### config.mk
export PLATFORM = sky130hd
export DESIGN_NAME = fc_operand_loader
export DESIGN_NICKNAME = d
export VERILOG_FILES = /design/src/rtl/fc_operand_loader.sv
export SDC_FILE = /design/constraint.sdc
export NUM_CORES = 1
export LEC_CHECK = 0
export ABC_AREA = 1
export CAP_MARGIN = 20
export CORE_UTILIZATION = 45
export DETAILED_ROUTE_END_ITERATION = 8
export PLACE_DENSITY = 0.76
export SKIP_LAST_GASP = 1
export SYNTH_ARGS = -nofsm -noshare
export SYNTH_HDL_FRONTEND = slang
export SYNTH_SLANG_ARGS = --single-unit
### constraint.sdc
create_clock -name clk -period 45.8 [get_ports clk]
set_input_delay 13.74 -clock clk [delete_from_list [all_inputs] [get_ports clk]]
set_output_delay 13.74 -clock clk [all_outputs]
set_load 0.02 [all_outputs]
### src/rtl/fc_operand_loader.sv
// Double-buffered byte-pair packer: 27 (activation, weight) beats into two 216-bit frames for the FC stage.
// Optional build macro FC_WEIGHT_HOLD_EN adds w_hold so one weight load can serve many frames.
module fc_operand_loader #(
    parameter int N_ELEM = 27,
    parameter int DW     = 8
) (
    input  logic                   clk,
    input  logic                   rst,
    input  logic                   s_valid,
    output logic                   s_ready,
    input  logic [DW-1:0]          s_pool,
    input  logic [DW-1:0]          s_weight,
    input  logic                   s_last,
`ifdef FC_WEIGHT_HOLD_EN
    input  logic                   w_hold,
`endif
    output logic                   m_valid,
    input  logic                   m_ready,
    output logic [N_ELEM*DW-1:0]   pool_lin,
    output logic [N_ELEM*DW-1:0]   weight_lin,
    output logic                   frame_err
);

    localparam logic [4:0] LAST_IDX = 5'(N_ELEM - 1);

    logic [N_ELEM*DW-1:0] pool_fill_r;
    logic [N_ELEM*DW-1:0] weight_fill_r;
    logic [N_ELEM*DW-1:0] pool_out_r;
    logic [N_ELEM*DW-1:0] weight_out_r;
    logic [4:0]           cnt_r;
    logic                 fill_full_r;
    logic                 m_valid_r;
    logic                 frame_err_r;

    logic                 xfer_s;
    logic                 s_ready_s;
    logic                 accept_s;
    logic                 last_beat_s;
    logic                 wr_weight_s;

    // Handshake decode; s_ready looks through to m_ready so a full fill buffer drains without a bubble
    always_comb begin
        xfer_s      = fill_full_r && (!m_valid_r || m_ready);
        s_ready_s   = !rst && (!fill_full_r || xfer_s);
        accept_s    = s_valid && s_ready_s;
        last_beat_s = (cnt_r == LAST_IDX);
`ifdef FC_WEIGHT_HOLD_EN
        wr_weight_s = !w_hold;
`else
        wr_weight_s = 1'b1;
`endif
    end

    // Fill/output buffer state; a beat completing a frame sets fill_full even when a transfer clears it
    always_ff @(posedge clk or posedge rst) begin
        if (rst) begin
            pool_fill_r   <= '0;
            weight_fill_r <= '0;
            pool_out_r    <= '0;
            weight_out_r  <= '0;
            cnt_r         <= 5'd0;
            fill_full_r   <= 1'b0;
            m_valid_r     <= 1'b0;
            frame_err_r   <= 1'b0;
        end else begin
            // The count is authoritative: s_last must coincide exactly with the final index
            frame_err_r <= accept_s && (s_last != last_beat_s);

            if (xfer_s) begin
                pool_out_r   <= pool_fill_r;
                weight_out_r <= weight_fill_r;
                m_valid_r    <= 1'b1;
                fill_full_r  <= 1'b0;
            end else if (m_valid_r && m_ready) begin
                m_valid_r <= 1'b0;
            end else begin
                m_valid_r <= m_valid_r;
            end

            if (accept_s) begin
                for (int k = 0; k < N_ELEM; k++) begin
                    if (cnt_r == 5'(k)) begin
                        pool_fill_r[k*DW +: DW] <= s_pool;
                        if (wr_weight_s) begin
                            weight_fill_r[k*DW +: DW] <= s_weight;
                        end
                    end
                end
                if (last_beat_s) begin
                    cnt_r       <= 5'd0;
                    fill_full_r <= 1'b1;
                end else if (s_last) begin
                    cnt_r <= 5'd0;
                end else begin
                    cnt_r <= cnt_r + 5'd1;
                end
            end
        end
    end

    assign s_ready    = s_ready_s;
    assign m_valid    = m_valid_r;
    assign pool_lin   = pool_out_r;
    assign weight_lin = weight_out_r;
    assign frame_err  = frame_err_r;

endmodule

==> metrics.cfg <==
[outcome]
status=completed

[logic_synthesis]
syn_nets=3408
yosysSeqAreaShare_pct=67.0
netlist-cell-type-count=20
syn-instance-count=3382
synth.area.top_cells=dfrtp_1 67%, o21ai_0 13%, nand2_1 10%, inv_1 5.2%, clkbuf_1 1.7%
syn_area_per_cell_um2=9.63
synth_edf_count=0
synth_seq_cells=872
synth_top_area_share_pct=67.0
synth_area_um2=32600
async_reset_ff_share_pct=100
yosysWarnings=0
yosys.area.top_type=dfrtp_1
ys.flop_type=dfrtp_1

[hold_path]
holdCritStartpoint=weight_lin[197]
hold_depth=2
hold_class=flop to flop
hold_end=weight_lin[197]

[sta]
relSlewSlack_pct=20.3
whs_ps=481
hold_violations=0
fin_setup_tns_ps=0
rsz0062_at_grt=no
slew_viol_final=0
fin_skew_ps=28.0
fin_crit_ps=28900
finalSetupViolCount=0
worstMarginPinSlew_ps=1200
finalCritPeriodShare_pct=63.1
fmax_mhz=34.6

[clocking]
h-tree-depth=3
cts_buffer_depth=3
cts_root_buf=clkbuf_16
cts_setup_buffers=0
cts_resized=0
cts_tree=built
cts_num_sinks=872
cts_buffers=89
clock_latency_ps=630
ctsHoldBuffers=0
clk_pin_slew_ps=50

[critical_path]
critPathLaunchType=input pin
endpoint_kind=primary output
cp_max_fo=2
critical_path_arrival_ps=15160
r2r_end=pool_lin[182]
required_ps=32060
rr_worst_depth=6
timing.rr.start=m_valid
r2r_slack_ps=42350
crit_type=input pin to primary output

[placed_design]
placed_cells=4589
dp_hpwl_um=51100
io_buffers=455
gp_congestion=0.790

[power]
ir_worst_vdd_mv=0.0258
combPwrFrac_pct=10.4
switching_power_mw=0.452
p_sw_share_pct=25.0
p_clk_share_pct=40.7
intPower_mw=1.35
powerDensity_nw_per_um2=44.2
p_seq_share_pct=48.9
p_leak_nw=19.3

[global_routing]
grt_pass1_vias=23059
grt_use_total_pct=23.4
grt_max_degree=274
grt_pass1_wl_um=133000
grt_overflow_total=0
antenna_found_initial=0

[finish]
final_common_cell=nand2_1
final_nets=3767
insertedDiodeCount=0
final_layout_size_suffix_gt1_share_pct=6.11
area_growth_pct=25.4
fillers=5925
stdcell_count=4761
final_cell_mix=898 x nand2_1, 872 x dfrtp_1, 866 x o21ai_0

[flow_run]
cap_violations=0

[die]
die_area_um2=73400
core_um2=71500
dieHeight_um=271
initial_utilization_pct=45.5
io_pins=456
die_w_um=271
row_count=98

[route]
via_per_inst=5.06
route.detailed.drc=0
ant_nets=0
first_iter_violations=2408
routed_wl_um=85500
vias=24076
dr.pass1.iters=6
avgRoutedWirePerCell_um=18.0

==> worst max-delay path by stage <==
stage | startpoint | slack, ps | end | cells past startpoint
floorplan | rst | 5390 | s_ready | 3
global placement | rst | 16830 | s_ready | 5
detailed placement | rst | 16850 | s_ready | 5
CTS | rst | 16850 | s_ready | 5
global route | rst | 16860 | s_ready | 5
finish | rst | 16900 | s_ready | 5
==> Yosys cell counts, types with 2 or more instances <==
library cell and instances:
buf_1 15, buf_2 62, buf_4 2, clkbuf_1 148, clkbuf_2 2, dfrtp_1 872
ha_1 5, inv_1 447, nand2_1 899, nand3_1 12, nand3_2 2, nor2_1 23
nor2_2 18, o21ai_0 866, o21ai_1 3, xor2_1 2
==> worst max-delay path, stage by stage <==
cell	delay [ps]
clkdlybuf4s50_1	580
clkinvlp_4	170
nand2_1	90
inv_1	50
clkdlybuf4s50_1	530
==> final cells by class <==
class | instances | area [um^2] | share of cell area, %
Sequential cell | 872 | 21800 | 53.4
Multi-Input combinational cell | 1832 | 8130 | 19.9
Timing Repair Buffer | 498 | 5020 | 12.3
Clock buffer | 121 | 2500 | 6.12
Inverter | 448 | 1690 | 4.13
Tap cell | 950 | 1190 | 2.91
Clock inverter | 40 | 495 | 1.21
==> power by group through the flow <==
stage | Clock, mW | Combinational [mW] | Sequential, mW
2_1_floorplan | 0 | 0.0856 | 0.915
3_3_place_gp | 0 | 0.180 | 0.893
3_5_place_dp | 0 | 0.187 | 0.896
4_1_cts | 0.750 | 0.189 | 0.883
5_1_grt | 0.781 | 0.211 | 0.890
6_report | 0.736 | 0.187 | 0.883
==> flip-flops by register name, indices dropped and copies added, names as in the netlist <==
register / count
m_valid: 1
frame_err: 1
fill_full_r: 1
pool_lin: 216
weight_fill_r: 216
weight_lin: 216
cnt_r: 5
pool_fill_r: 216
==> per-stage QoR <==
step | worst slack, ps | util (%) | area, um^2 | total power [mW]
after global routing | 16860 | 57.1 | 40800 | 1.88
after floorplan | 5390 | - | 32600 | 1.00
after detailed placement | 16850 | 52.7 | 37600 | 1.08
final | 16900 | 57.1 | 40800 | 1.81
after CTS | 16850 | 56.8 | 40600 | 1.82
after global placement | 16830 | 52.5 | 37600 | 1.07
==> metal layers <==
metal / track usage, % / vias to the layer above / routed length [um] / share of wire [%]
li1: - / 11216 / - / -
met1: 33.2 / 11736 / 36800 / 43
met2: 35.6 / 942 / 39000 / 46
met3: 4.70 / 182 / 6540 / 7.6
met4: 8.74 / 0 / 3150 / 3.7
met5: 0 / - / 0 / 0
==> kinds of logic (layout without fill, tap and decap cells) <==
family / count (synthesis) / in the layout / synth area share [%]
AOI/OAI and AO/OA: 869 / 869 / 13.4
xor gates and xnor gates: 2 / 2 / 0.0538
adders and majority gates: 5 / 5 / 0.192
buffers and inverters: 678 / 1107 / 8.11
DFF: 872 / 872 / 67.0
and+or+nand+nor: 956 / 956 / 11.3
No activity file was read; power rests on OpenSTA's default activity.
